### src/rtl/rx_pkt_dequeue_pkg.sv
// Shared RX FIFO status layout and dequeue state encoding.
// The status bit positions are common with the RX write-side framer.
package rx_pkt_dequeue_pkg;

  localparam int RXSTATUS_W      = 8;
  localparam int RXDATA_W        = 64;
  localparam int RXSTATUS_SOP    = 7;
  localparam int RXSTATUS_EOP    = 6;
  localparam int RXSTATUS_ERR    = 5;
  localparam int RXSTATUS_MOD_HI = 2;
  localparam int RXSTATUS_MOD_LO = 0;

  typedef enum logic [1:0] {
    ST_IDLE  = 2'd0,
    ST_DATA  = 2'd1,
    ST_TRUNC = 2'd2
  } rx_deq_state_t;

  function automatic logic [2:0] status_mod(input logic [RXSTATUS_W-1:0] status);
    return status[RXSTATUS_MOD_HI:RXSTATUS_MOD_LO];
  endfunction

endpackage

### src/rtl/rx_stat_counter.sv
// Saturating statistics counter with synchronous clear.
module rx_stat_counter #(
  parameter int WIDTH = 32
) (
  input  logic             clk,
  input  logic             clear,
  input  logic             inc,
  output logic [WIDTH-1:0] count
);

  localparam logic [WIDTH-1:0] ONE = WIDTH'(1);

  // Count up on inc, hold at all-ones; clear wins over inc.
  always_ff @(posedge clk) begin
    if (clear) begin
      count <= '0;
    end else if (inc && (count != '1)) begin
      count <= count + ONE;
    end else begin
      count <= count;
    end
  end

endmodule

### src/rtl/rx_pkt_dequeue.sv
// RX packet read stage: pops the RX data FIFO and presents a registered packet stream.
// Optional statistics counters are built when RX_DEQUEUE_STATS_EN is defined.
module rx_pkt_dequeue
  import rx_pkt_dequeue_pkg::*;
#(
  parameter int STAT_WIDTH = 32
) (
  input  logic                  clk_156m25,
  input  logic                  reset_156m25,
  input  logic [RXDATA_W-1:0]   rxdfifo_rdata,
  input  logic [RXSTATUS_W-1:0] rxdfifo_rstatus,
  input  logic                  rxdfifo_rempty,
  input  logic                  rxdfifo_ralmost_empty,
  output logic                  rxdfifo_ren,
  input  logic                  pkt_rx_ren,
  output logic                  pkt_rx_avail,
  output logic [RXDATA_W-1:0]   pkt_rx_data,
  output logic                  pkt_rx_val,
  output logic                  pkt_rx_sop,
  output logic                  pkt_rx_eop,
  output logic [2:0]            pkt_rx_mod,
  output logic                  pkt_rx_err
`ifdef RX_DEQUEUE_STATS_EN
  ,
  output logic [STAT_WIDTH-1:0] stat_frames,
  output logic [STAT_WIDTH-1:0] stat_err_frames,
  output logic [STAT_WIDTH-1:0] stat_drop_words
`endif
);

  rx_deq_state_t state_r;
  logic          head_sop_s;
  logic          head_eop_s;
  logic          head_err_s;
  logic [2:0]    head_mod_s;
  logic          pop_s;
  logic          avail_next_s;
  logic          unused_status_bits;

  assign head_sop_s         = rxdfifo_rstatus[RXSTATUS_SOP];
  assign head_eop_s         = rxdfifo_rstatus[RXSTATUS_EOP];
  assign head_err_s         = rxdfifo_rstatus[RXSTATUS_ERR];
  assign head_mod_s         = status_mod(rxdfifo_rstatus);
  assign unused_status_bits = ^rxdfifo_rstatus[4:3];

  // Pop decision; orphans drain on their own, gated off during reset so no word is lost.
  always_comb begin
    pop_s = 1'b0;
    if (reset_156m25 || rxdfifo_rempty) begin
      pop_s = 1'b0;
    end else begin
      case (state_r)
        ST_IDLE:  pop_s = !head_sop_s || pkt_rx_ren;
        ST_DATA:  pop_s = !head_sop_s && pkt_rx_ren;
        ST_TRUNC: pop_s = 1'b0;
        default:  pop_s = 1'b0;
      endcase
    end
  end

  assign rxdfifo_ren = pop_s;

  // Advertise data only when the next word can go out without starving mid-frame.
  always_comb begin
    avail_next_s = 1'b0;
    if (state_r == ST_TRUNC) begin
      avail_next_s = 1'b1;
    end else if (!rxdfifo_rempty && ((state_r == ST_IDLE && head_sop_s) || state_r == ST_DATA)) begin
      avail_next_s = !rxdfifo_ralmost_empty || head_eop_s;
    end else begin
      avail_next_s = 1'b0;
    end
  end

  // Framing FSM with registered packet outputs; flags are zero whenever val is low.
  always_ff @(posedge clk_156m25) begin
    if (reset_156m25) begin
      state_r      <= ST_IDLE;
      pkt_rx_avail <= 1'b0;
      pkt_rx_val   <= 1'b0;
      pkt_rx_sop   <= 1'b0;
      pkt_rx_eop   <= 1'b0;
      pkt_rx_err   <= 1'b0;
      pkt_rx_mod   <= 3'd0;
      pkt_rx_data  <= 64'd0;
    end else begin
      pkt_rx_avail <= avail_next_s;
      pkt_rx_val   <= 1'b0;
      pkt_rx_sop   <= 1'b0;
      pkt_rx_eop   <= 1'b0;
      pkt_rx_err   <= 1'b0;
      pkt_rx_mod   <= 3'd0;
      pkt_rx_data  <= 64'd0;
      case (state_r)
        ST_IDLE: begin
          if (pop_s && head_sop_s) begin
            pkt_rx_val  <= 1'b1;
            pkt_rx_sop  <= 1'b1;
            pkt_rx_data <= rxdfifo_rdata;
            if (head_eop_s) begin
              pkt_rx_eop <= 1'b1;
              pkt_rx_err <= head_err_s;
              pkt_rx_mod <= head_mod_s;
            end else begin
              state_r <= ST_DATA;
            end
          end
        end
        ST_DATA: begin
          if (!rxdfifo_rempty && head_sop_s) begin
            state_r <= ST_TRUNC;
          end else if (pop_s) begin
            pkt_rx_val  <= 1'b1;
            pkt_rx_data <= rxdfifo_rdata;
            if (head_eop_s) begin
              pkt_rx_eop <= 1'b1;
              pkt_rx_err <= head_err_s;
              pkt_rx_mod <= head_mod_s;
              state_r    <= ST_IDLE;
            end
          end
        end
        ST_TRUNC: begin
          // Synthetic errored EOP closes the frame; the waiting SOP stays in the FIFO.
          if (pkt_rx_ren) begin
            pkt_rx_val <= 1'b1;
            pkt_rx_eop <= 1'b1;
            pkt_rx_err <= 1'b1;
            state_r    <= ST_IDLE;
          end
        end
        default: state_r <= ST_IDLE;
      endcase
    end
  end

`ifdef RX_DEQUEUE_STATS_EN
  logic frame_done_s;
  logic frame_err_s;
  logic drop_word_s;

  // Events that will appear on the outputs after this edge.
  always_comb begin
    frame_done_s = 1'b0;
    frame_err_s  = 1'b0;
    case (state_r)
      ST_IDLE: begin
        frame_done_s = pop_s && head_sop_s && head_eop_s;
        frame_err_s  = frame_done_s && head_err_s;
      end
      ST_DATA: begin
        frame_done_s = pop_s && head_eop_s;
        frame_err_s  = frame_done_s && head_err_s;
      end
      ST_TRUNC: begin
        frame_done_s = pkt_rx_ren;
        frame_err_s  = pkt_rx_ren;
      end
      default: begin
        frame_done_s = 1'b0;
        frame_err_s  = 1'b0;
      end
    endcase
  end

  assign drop_word_s = pop_s && (state_r == ST_IDLE) && !head_sop_s;

  rx_stat_counter #(.WIDTH(STAT_WIDTH)) u_stat_frames (
    .clk(clk_156m25), .clear(reset_156m25), .inc(frame_done_s), .count(stat_frames));
  rx_stat_counter #(.WIDTH(STAT_WIDTH)) u_stat_err_frames (
    .clk(clk_156m25), .clear(reset_156m25), .inc(frame_err_s), .count(stat_err_frames));
  rx_stat_counter #(.WIDTH(STAT_WIDTH)) u_stat_drop_words (
    .clk(clk_156m25), .clear(reset_156m25), .inc(drop_word_s), .count(stat_drop_words));
`else
  localparam int unused_stat_width = STAT_WIDTH;
`endif

endmodule

### config.mk
export PLATFORM = sky130hd
export DESIGN_NAME = rx_pkt_dequeue
export DESIGN_NICKNAME = d
export VERILOG_FILES = /design/src/rtl/rx_pkt_dequeue_pkg.sv /design/src/rtl/rx_stat_counter.sv /design/src/rtl/rx_pkt_dequeue.sv
export SDC_FILE = /design/constraint.sdc
export NUM_CORES = 1
export LEC_CHECK = 0
export ABC_AREA = 1
export ABC_CLOCK_PERIOD_IN_PS = 2250
export CAP_MARGIN = 20
export CORE_MARGIN = 5
export CORE_UTILIZATION = 41
export DETAILED_ROUTE_END_ITERATION = 10
export GPL_TIMING_DRIVEN = 0
export PLACE_DENSITY = 0.86
export SLEW_MARGIN = 20
export SYNTH_ARGS = -nofsm -noshare
export SYNTH_HDL_FRONTEND = slang
export SYNTH_HIERARCHICAL = 1
export SYNTH_SLANG_ARGS = --single-unit
### constraint.sdc
create_clock -name clk_156m25 -period 2.25 [get_ports clk_156m25]
set_input_delay 0.45 -clock clk_156m25 [delete_from_list [all_inputs] [get_ports clk_156m25]]
set_output_delay 0.45 -clock clk_156m25 [all_outputs]
set_load 0.1 [all_outputs]
==> results of run 1 <==
## cell families (layout without fill, tap and decap cells)
family          Yosys count  after routing  share of synthesized area [%]
flops                    74             74                          56.79
simple gates            104            104                          27.19
buf+inv                  79            242                          14.24
compound gates            7              7                          1.774
## per-stage QoR
step                      TNS [ns]  setup WS [ns]  cell area (um^2)  cells
final                            0        0.03959              4494    504
after detailed placement   -0.9446        -0.9446              4177    488
after floorplan                  0         0.4310              2609    264
after global routing             0       0.006797              4494    504
after global placement     -0.8863        -0.8863              4177    488
after CTS                        0      0.0001690              4379    504
## path summary, 6_finish.rpt
check,from,end
worst min register to register,state_r[0],state_r[1]
worst min-delay path,state_r[0],state_r[1]
worst max-delay path,pkt_rx_data[41],pkt_rx_data[41]
worst max register to register,state_r[1],pkt_rx_data[52]
## routing by layer
layer  routed length [um]  global-route usage (%)  vias to the layer above
li1                     -                       -                     1045
met1                 2259                   15.70                      931
met2                 3425                   29.33                       97
met3                  533                   5.259                       14
met4                  170                   7.305                        0
met5                    0                       0                        -
## cells in the mapped netlist, drive strengths merged
master  instances  share of area, %
nand2          24               3.6
o21ai           1              0.19
nor2           75                23
dfxtp          74                57
nand3           5              0.96
a21oi           6               1.6
inv            72                10
buf             7               3.9
## flip-flops by register name (all words and copies together) (netlist names)
register	flops
pkt_rx_eop	1
pkt_rx_err	1
pkt_rx_sop	1
pkt_rx_mod	3
pkt_rx_avail	1
state_r	2
pkt_rx_val	1
pkt_rx_data	64
## layout make-up
| class | count | area [um^2] | area share (%) |
|---|---|---|---|
| buffer | 7 | 101.3 | 2.255 |
| sequential | 74 | 1481 | 32.96 |
| clock inverter | 6 | 105.1 | 2.339 |
| tap | 77 | 96.34 | 2.144 |
| multi-input combinational | 111 | 755.7 | 16.82 |
| timing repair buffer | 147 | 1556 | 34.63 |
| clock buffer | 10 | 127.6 | 2.840 |
| inverter | 72 | 270.3 | 6.013 |
## power by group through the flow
stage / Sequential (uW) / Combinational, uW / Clock, uW
finish: 1360 / 658 / 1200
detailed placement: 1390 / 671 / 0
CTS: 1360 / 665 / 1230
floorplan: 1670 / 156 / 0
global placement: 1390 / 662 / 0
global route: 1360 / 689 / 1280
## repair_timing
item | CTS | global route
resized for setup | 32 | 46
setup endpoints to repair | 25 | 46
gates cloned | 0 | 0
==> flow_metrics.tcl, run 1 <==
set metrics [dict create \
    dpl.hpwl_mm 5.067 \
    slowest_delay_ns 1.12 \
    grt_max_degree 13 \
    seqPwrFrac_pct 42.3 \
    dieArea_mm2 0.008058 \
    cp-end-kind "primary output" \
    cp.arrival_ns 1.76 \
    hp-class "register to register" \
    ant_nets 0 \
    core_mm2 0.006277 \
    maxSlewHeadroom_pct 33.17 \
    synthCells 264 \
    r2r_cells 7 \
    worstPathRequired_ns 1.80 \
    portBuffers 147 \
    drive_above_1_share_pct 15.69 \
    finalSetupViolations 0 \
    utilization_pct 71.60 \
    yosysWarningCount 6 \
    fp.dieW_um 89.77 \
    cts_buffers 9 \
    grt_pass1_wl_mm 10.25 \
    synth_area_mm2 0.002609 \
    ys_seq_area_share_pct 56.79 \
    final_common_cell "clkdlybuf4s50_1" \
    die_h_um 89.77 \
    initial_core_util_pct 41.56 \
    finalHoldViolCount 0 \
    worstSkewPairLatency_ns 0.33 \
    swShare_pct 28.46 \
    leakagePower_uw 0.002883 \
    cp_max_fo 1 \
    max_cap_violations 0 \
    fin_nets 499 \
    hold_depth 2 \
    worst-path-stages 1 \
    ctsLongestPathBuffers 2 \
    vias_per_cell 4.141 \
    rsz0062_at_grt "false" \
    critical_path_class "register to primary output" \
    power_uw 3214 \
    antennaDiodeCount 0 \
    layout_common_cells "clkdlybuf4s50_1, dfxtp_1, inv_1" \
    finalCritPeriodShare_pct 98.24 \
    clock_sinks 74 \
    ir_worst_vdd_mv 0.5848 \
    cts_tree "built" \
    status "finished, final reports clean" \
    power_density_mw_per_mm2 715.0 \
    cts_setup_buffers 0 \
    max_freq_mhz 452.4 \
    cts_hold_buffers 0 \
    ys_ff_latch 74 \
    finalClockSkew_ns 0.008701 \
    cp-start-kind "register" \
    syn_to_final_growth_pct 72.28 \
    worstPathCellList "clkdlybuf4s50_1" \
    avgSynthCellArea_um2 9.882 \
    fin_hold_ws_ns 0.5513 \
    route.detailed.drc 0 \
    r2r_setup_slack_ns 0.86 \
    tightest_slew_ns 1.006 \
    critPathBufInv 1 \
    clk_pin_slew_ns 0.07 \
    num_vias 2087 \
    internal-power_uw 2299 \
    finalCriticalPeriod_ns 2.210 \
    grtUsageTotal_pct 15.83 \
    power_switching_uw 914.6 \
    ys_types 13 \
    overflow 0 \
    p_clk_share_pct 37.2 \
    crit_slowest_cell "clkdlybuf4s50_1" \
    rows 29 \
    cts_max_level 3 \
    gp_congestion 0.8513 \
    antenna_found_initial 0 \
    critical-path-top-delay-family "buffers and inverters" \
    p_comb_share_pct 20.5 \
    drv_slew 0 \
    first_pass_iters 4 \
    wl_per_cell_um 12.67 \
    clock-root-buffer "clkbuf_8" \
    synth_nets 341 \
    wirelength_mm 6.387 \
    drt_iter0_drc 32 \
    grt_pass1_vias 2092 \
    nFillCells 480 \
    io_pins 150 \
]
Power figures use the tool's default switching activity.
==> run 2: changes to the inputs <==
==> constraint.sdc (replaced) <==
create_clock -name clk_156m25 -period 2.25 [get_ports clk_156m25]
set_input_delay 0.3375 -clock clk_156m25 [delete_from_list [all_inputs] [get_ports clk_156m25]]
set_output_delay 0.3375 -clock clk_156m25 [all_outputs]
set_load 0.1 [all_outputs]
==> run 2 against run 1 <==
Net effect: first-iteration DRC count is 19% higher; utilization shrank 1.4 points; non-clock buffer count unchanged; sequential share of layout area grew 0.66 points; clock power barely moved; critical path type unchanged; combinational power is 2% higher; routed wire length shrank 1.9%; count of clock-buffer cells in the layout is the same; global-route usage did not move; hold slack got worse by 0.029 ns; die area did not move.
==> flow_metrics.tcl, run 2 (same netlist as run 1, synthesis figures left out) <==
set metrics [dict create \
    slowest_delay_ns 1.16 \
    leakagePower_uw 0.001945 \
    tightest_slew_ns 1.017 \
    cts_tree "built" \
    maxSlewHeadroom_pct 32.01 \
    critical-path-top-delay-family "buffers and inverters" \
    ir_worst_vdd_mv 0.7150 \
    wirelength_mm 6.264 \
    num_vias 2100 \
    crit_slowest_cell "clkdlybuf4s50_1" \
    dp_cells 488 \
    finalClockSkew_ns 0.006487 \
    overflow 0 \
    portBuffers 147 \
    finalCritPeriodShare_pct 95.97 \
    initial_core_util_pct 41.56 \
    drive_above_1_share_pct 15.69 \
    dieArea_mm2 0.008058 \
    critical_path_class "register to primary output" \
    grt_pass1_vias 2092 \
    hp-class "input port to register" \
    grt_max_degree 13 \
    status "finished, final reports clean" \
    core_mm2 0.006277 \
    max_freq_mhz 463.1 \
    finalCriticalPeriod_ns 2.159 \
    clock_sinks 74 \
    cp-end-kind "primary output" \
    max_cap_violations 0 \
    regMostFlops "pkt_rx_data" \
    syn_to_final_growth_pct 68.92 \
    clock-root-buffer "clkbuf_8" \
    cp.arrival_ns 1.82 \
    layout_common_cells "clkdlybuf4s50_1, dfxtp_1, inv_1" \
    worstSkewPairLatency_ns 0.33 \
    grtUsageTotal_pct 15.83 \
    cts_buffers 9 \
    cts_setup_buffers 0 \
    fin_nets 499 \
    grt_pass1_wl_mm 10.25 \
    fin_cells 504 \
    finalSetupViolations 0 \
    drv_slew 0 \
    die_h_um 89.77 \
    setup_tns_ns 0 \
    ctsLongestPathBuffers 2 \
    dpl.hpwl_mm 5.067 \
    critPathBufInv 1 \
    ant_nets 0 \
    first_pass_iters 4 \
    gp_congestion 0.8513 \
    cts_hold_buffers 0 \
    worstPathCellList "clkdlybuf4s50_1" \
    clk_pin_slew_ns 0.07 \
    largest_register_ffs 64 \
    antenna_found_initial 0 \
    worstPathRequired_ns 1.91 \
    rows 29 \
    vias_per_cell 4.167 \
    route.detailed.drc 0 \
    cp_max_fo 1 \
    finalHoldViolCount 0 \
    reg_top3 "pkt_rx_data x64, pkt_rx_mod x3, state_r x2" \
    antennaDiodeCount 0 \
    wl_per_cell_um 12.43 \
    power_density_mw_per_mm2 730.4 \
    fp.dieW_um 89.77 \
    cp-start-kind "register" \
    final_common_cell "clkdlybuf4s50_1" \
    utilization_pct 70.20 \
    cts_max_level 3 \
    rsz0062_at_grt "false" \
    io_pins 150 \
    drt_iter0_drc 38 \
]
run 2: changes by cell type in the layout (fill, tap and decap cells not counted):
cell | before | now
dlymetal6s2s_1 | 46 | 0
buf_4 | 0 | 1
clkdlybuf4s50_1 | 75 | 146
dlygate4sd2_1 | 25 | 0
buf_6 | 2 | 1
run 2: layout make-up:
type | instances | area [um^2]
fill | 483 | 1871
timing repair buffer | 147 | 1469
inverter | 72 | 270.3
multi-input combinational | 111 | 755.7
clock buffer | 10 | 127.6
sequential | 74 | 1481
clock inverter | 6 | 105.1
tap | 77 | 96.34
buffer | 7 | 101.3
run 2: tightest hold or removal path, delay by kind of cell:
kind / cells / cell delay [ns]
buffers and inverters: 2 / 0.45
and+or+nand+nor: 1 / 0.03
run 2: worst paths after layout:
| path | startpoint | endpoint | slack (ns) | cells after the start |
|---|---|---|---|---|
| max | pkt_rx_mod[0] | pkt_rx_mod[0] | 0.09 | 1 |
| min | rxdfifo_rdata[16] | pkt_rx_data[16] | 0.52 | 3 |
| max reg2reg | state_r[1] | pkt_rx_data[52] | 0.87 | 7 |
| min reg2reg | state_r[0] | state_r[1] | 0.55 | 2 |
run 2: repair_timing:
action | CTS | global route
endpoints found under the hold margin | 0 | 0
setup endpoints to repair | 1 | 0
gates resized for setup | 6 | 0
run 2: through the flow:
stage	hold WS [ns]	cell area (um^2)	setup WS, ns	power (uW)
final	0.5227	4407	0.09075	3219
after global placement	0.5160	4177	-0.6613	2052
after CTS	0.5079	4407	0.06600	3260
after detailed placement	0.5284	4177	-0.7196	2064
after floorplan	0.4066	2609	0.5239	1829
after global routing	0.4984	4407	0.04354	3347
run 2: power by group:
part	switching, uW	total (uW)	internal [uW]
clock network	458	1190	731
logic	439	668	229
registers	11.9	1360	1350
run 2: metal layers:
layer  up-vias  share of wire [%]  track usage [%]
met1       935                 35            15.70
met2       105                 54            29.33
met4         0                2.5            7.305
met3        14                8.7            5.259
met5         -                  0                0
li1       1046                  -                -
==> run 3: changes to the inputs <==
--- a/config.mk
+++ b/config.mk
@@ -8,7 +8,7 @@
 export ABC_AREA = 1
 export ABC_CLOCK_PERIOD_IN_PS = 2250
 export CAP_MARGIN = 20
-export CORE_MARGIN = 5
+export CORE_MARGIN = 1.5
 export CORE_UTILIZATION = 41
 export DETAILED_ROUTE_END_ITERATION = 10
 export GPL_TIMING_DRIVEN = 0
==> run 3 against run 2 <==
Net effect: non-clock buffer count is the same; die area shrank 15%; clock power shrank 8%; sequential cell count is the same; combinational power is essentially flat; via count grew 0.33%; critical endpoint is now pkt_rx_eop.
==> flow_metrics.tcl, run 3 (same netlist as run 1, synthesis figures left out) <==
set metrics [dict create \
    status "finished, final reports clean" \
    utilization_pct 72.72 \
    wl_per_cell_um 12.63 \
    ir_worst_vdd_mv 0.4865 \
    dieArea_mm2 0.006850 \
    reg_top3 "pkt_rx_data x64, pkt_rx_mod x3, state_r x2" \
    portBuffers 147 \
    io_pins 150 \
    leakagePower_uw 0.001932 \
    hold_depth 3 \
    crit_slowest_cell "clkdlybuf4s50_1" \
    clock-root-buffer "clkbuf_8" \
    drv_slew 0 \
    antennaDiodeCount 0 \
    setup_ws_ns 0.08630 \
    min_from "rxdfifo_rdata[6]" \
    overflow 0 \
    finalCriticalPeriod_ns 2.164 \
    finalCritPeriodShare_pct 96.16 \
    r2r_end "pkt_rx_data[57]" \
    finalSetupViolations 0 \
    final_common_cell "clkdlybuf4s50_1" \
    min_to "pkt_rx_data[6]" \
    grtUsageTotal_pct 19.32 \
    r2r_cells 7 \
    gp_congestion 0.9227 \
    dp_cells 486 \
    layout_common_cells "clkdlybuf4s50_1, dfxtp_1, inv_1" \
    die_h_um 82.77 \
    initial_core_util_pct 43.29 \
    antenna_found_initial 0 \
    r2r-start "state_r[1]" \
    route.detailed.drc 0 \
    cp-start-kind "register" \
    dpl.hpwl_mm 4.954 \
    critPathBufInv 1 \
    worstSkewPairLatency_ns 0.34 \
    tightest_slew_ns 1.009 \
    cts_max_level 3 \
    grt_pass1_vias 2099 \
    first_pass_iters 4 \
    core_mm2 0.006026 \
    grt_pass1_wl_mm 9.653 \
    clock_sinks 74 \
    r2r_setup_slack_ns 0.86 \
    hp-class "input port to register" \
    cts_buffers 9 \
    cp-end-kind "primary output" \
    place_area_mm2 0.004174 \
    fin_cells 502 \
    finalHoldViolCount 0 \
    worstPathRequired_ns 1.91 \
    drt_iter0_drc 32 \
    fin_nets 499 \
    clk_pin_slew_ns 0.08 \
    cts_tree "built" \
    dp_slack_ns -0.6454 \
    syn_to_final_growth_pct 67.96 \
    vias_per_cell 4.197 \
    max_freq_mhz 462.2 \
    critical-path-top-delay-family "buffers and inverters" \
    worstPathCellList "clkdlybuf4s50_1" \
    wirelength_mm 6.340 \
    power_density_mw_per_mm2 714.0 \
    regMostFlops "pkt_rx_data" \
    finalClockSkew_ns 0.009504 \
    maxSlewHeadroom_pct 32.53 \
    rsz0062_at_grt "false" \
    grt_max_degree 13 \
    drive_above_1_share_pct 15.46 \
    largest_register_ffs 64 \
    cp.arrival_ns 1.83 \
    rows 28 \
    fin_area_mm2 0.004382 \
    cp_max_fo 1 \
    slowest_delay_ns 1.15 \
    ant_nets 0 \
    ctsLongestPathBuffers 2 \
    fp.dieW_um 82.77 \
    max_cap_violations 0 \
    critical_path_class "register to primary output" \
    num_vias 2107 \
]
## run 3: cell types whose count changed in the layout (fill, tap and decap cells not counted), sizes merged
cell	change
bufinv	-1
buf	-1
clkbuf	+2
## run 3: final cells by class
type                            instances  area (um^2)
Fill cell                             427         1644
Clock buffer                           11        131.4
Tap cell                               75        93.84
Timing Repair Buffer                  147         1469
Multi-Input combinational cell        111        755.7
Buffer                                  7        101.3
Sequential cell                        74         1481
Clock inverter                          5        78.83
Inverter                               72        270.3
## run 3: metal layers
metal  vias up  share of wire (%)  track usage, %
li1       1049                  -               -
met1       950                 36           19.55
met2        94                 55           36.18
met3        14                7.3           5.604
met4         0                2.3           8.833
met5         -                  0               0
## run 3: worst reg2reg max path, stage by stage (launching register included)
cell and delay [ns]:
dfxtp_1 0.35, nor2_4 0.19, nand2_2 0.10, a21oi_4 0.16, nand2_2 0.09, buf_6 0.17, buf_12 0.17, nor2_4 0.09
## run 3: per-stage QoR
stage	power (uW)	hold slack, ns	TNS (ns)
2_1_floorplan	1829	0.4066	0
3_3_place_gp	2052	0.5150	-0.6246
3_5_place_dp	2065	0.5386	-0.6454
4_1_cts	3154	0.5061	0
5_1_grt	3255	0.5118	0
6_report	3129	0.5175	0
## run 3: what timing repair did
| action | 4_1_cts | 5_1_grt |
|---|---|---|
| gates resized for setup | 5 | 1 |
| buffers inserted | 0 | 0 |
| hold buffers | 0 | 0 |
| endpoints found under the hold margin | 0 | 0 |
| endpoints found under the setup margin | 1 | 1 |
## run 3: how the worst max path moves through the flow
| stage | start | endpoint | slack, ns | cells after the start |
|---|---|---|---|---|
| floorplan | state_r[1] | pkt_rx_data[26] | 0.52 | 7 |
| global placement | reset_156m25 | rxdfifo_ren | -0.62 | 5 |
| detailed placement | reset_156m25 | rxdfifo_ren | -0.65 | 5 |
| CTS | reset_156m25 | rxdfifo_ren | 0.05 | 5 |
| global route | pkt_rx_data[58] | pkt_rx_data[58] | 0.04 | 1 |
| finish | pkt_rx_eop | pkt_rx_eop | 0.09 | 1 |
## run 3: report_power, final
group          switching (uW)  internal [uW]  total (uW)
registers                12.7           1350        1360
logic                     442            229         671
clock network             472            624        1100
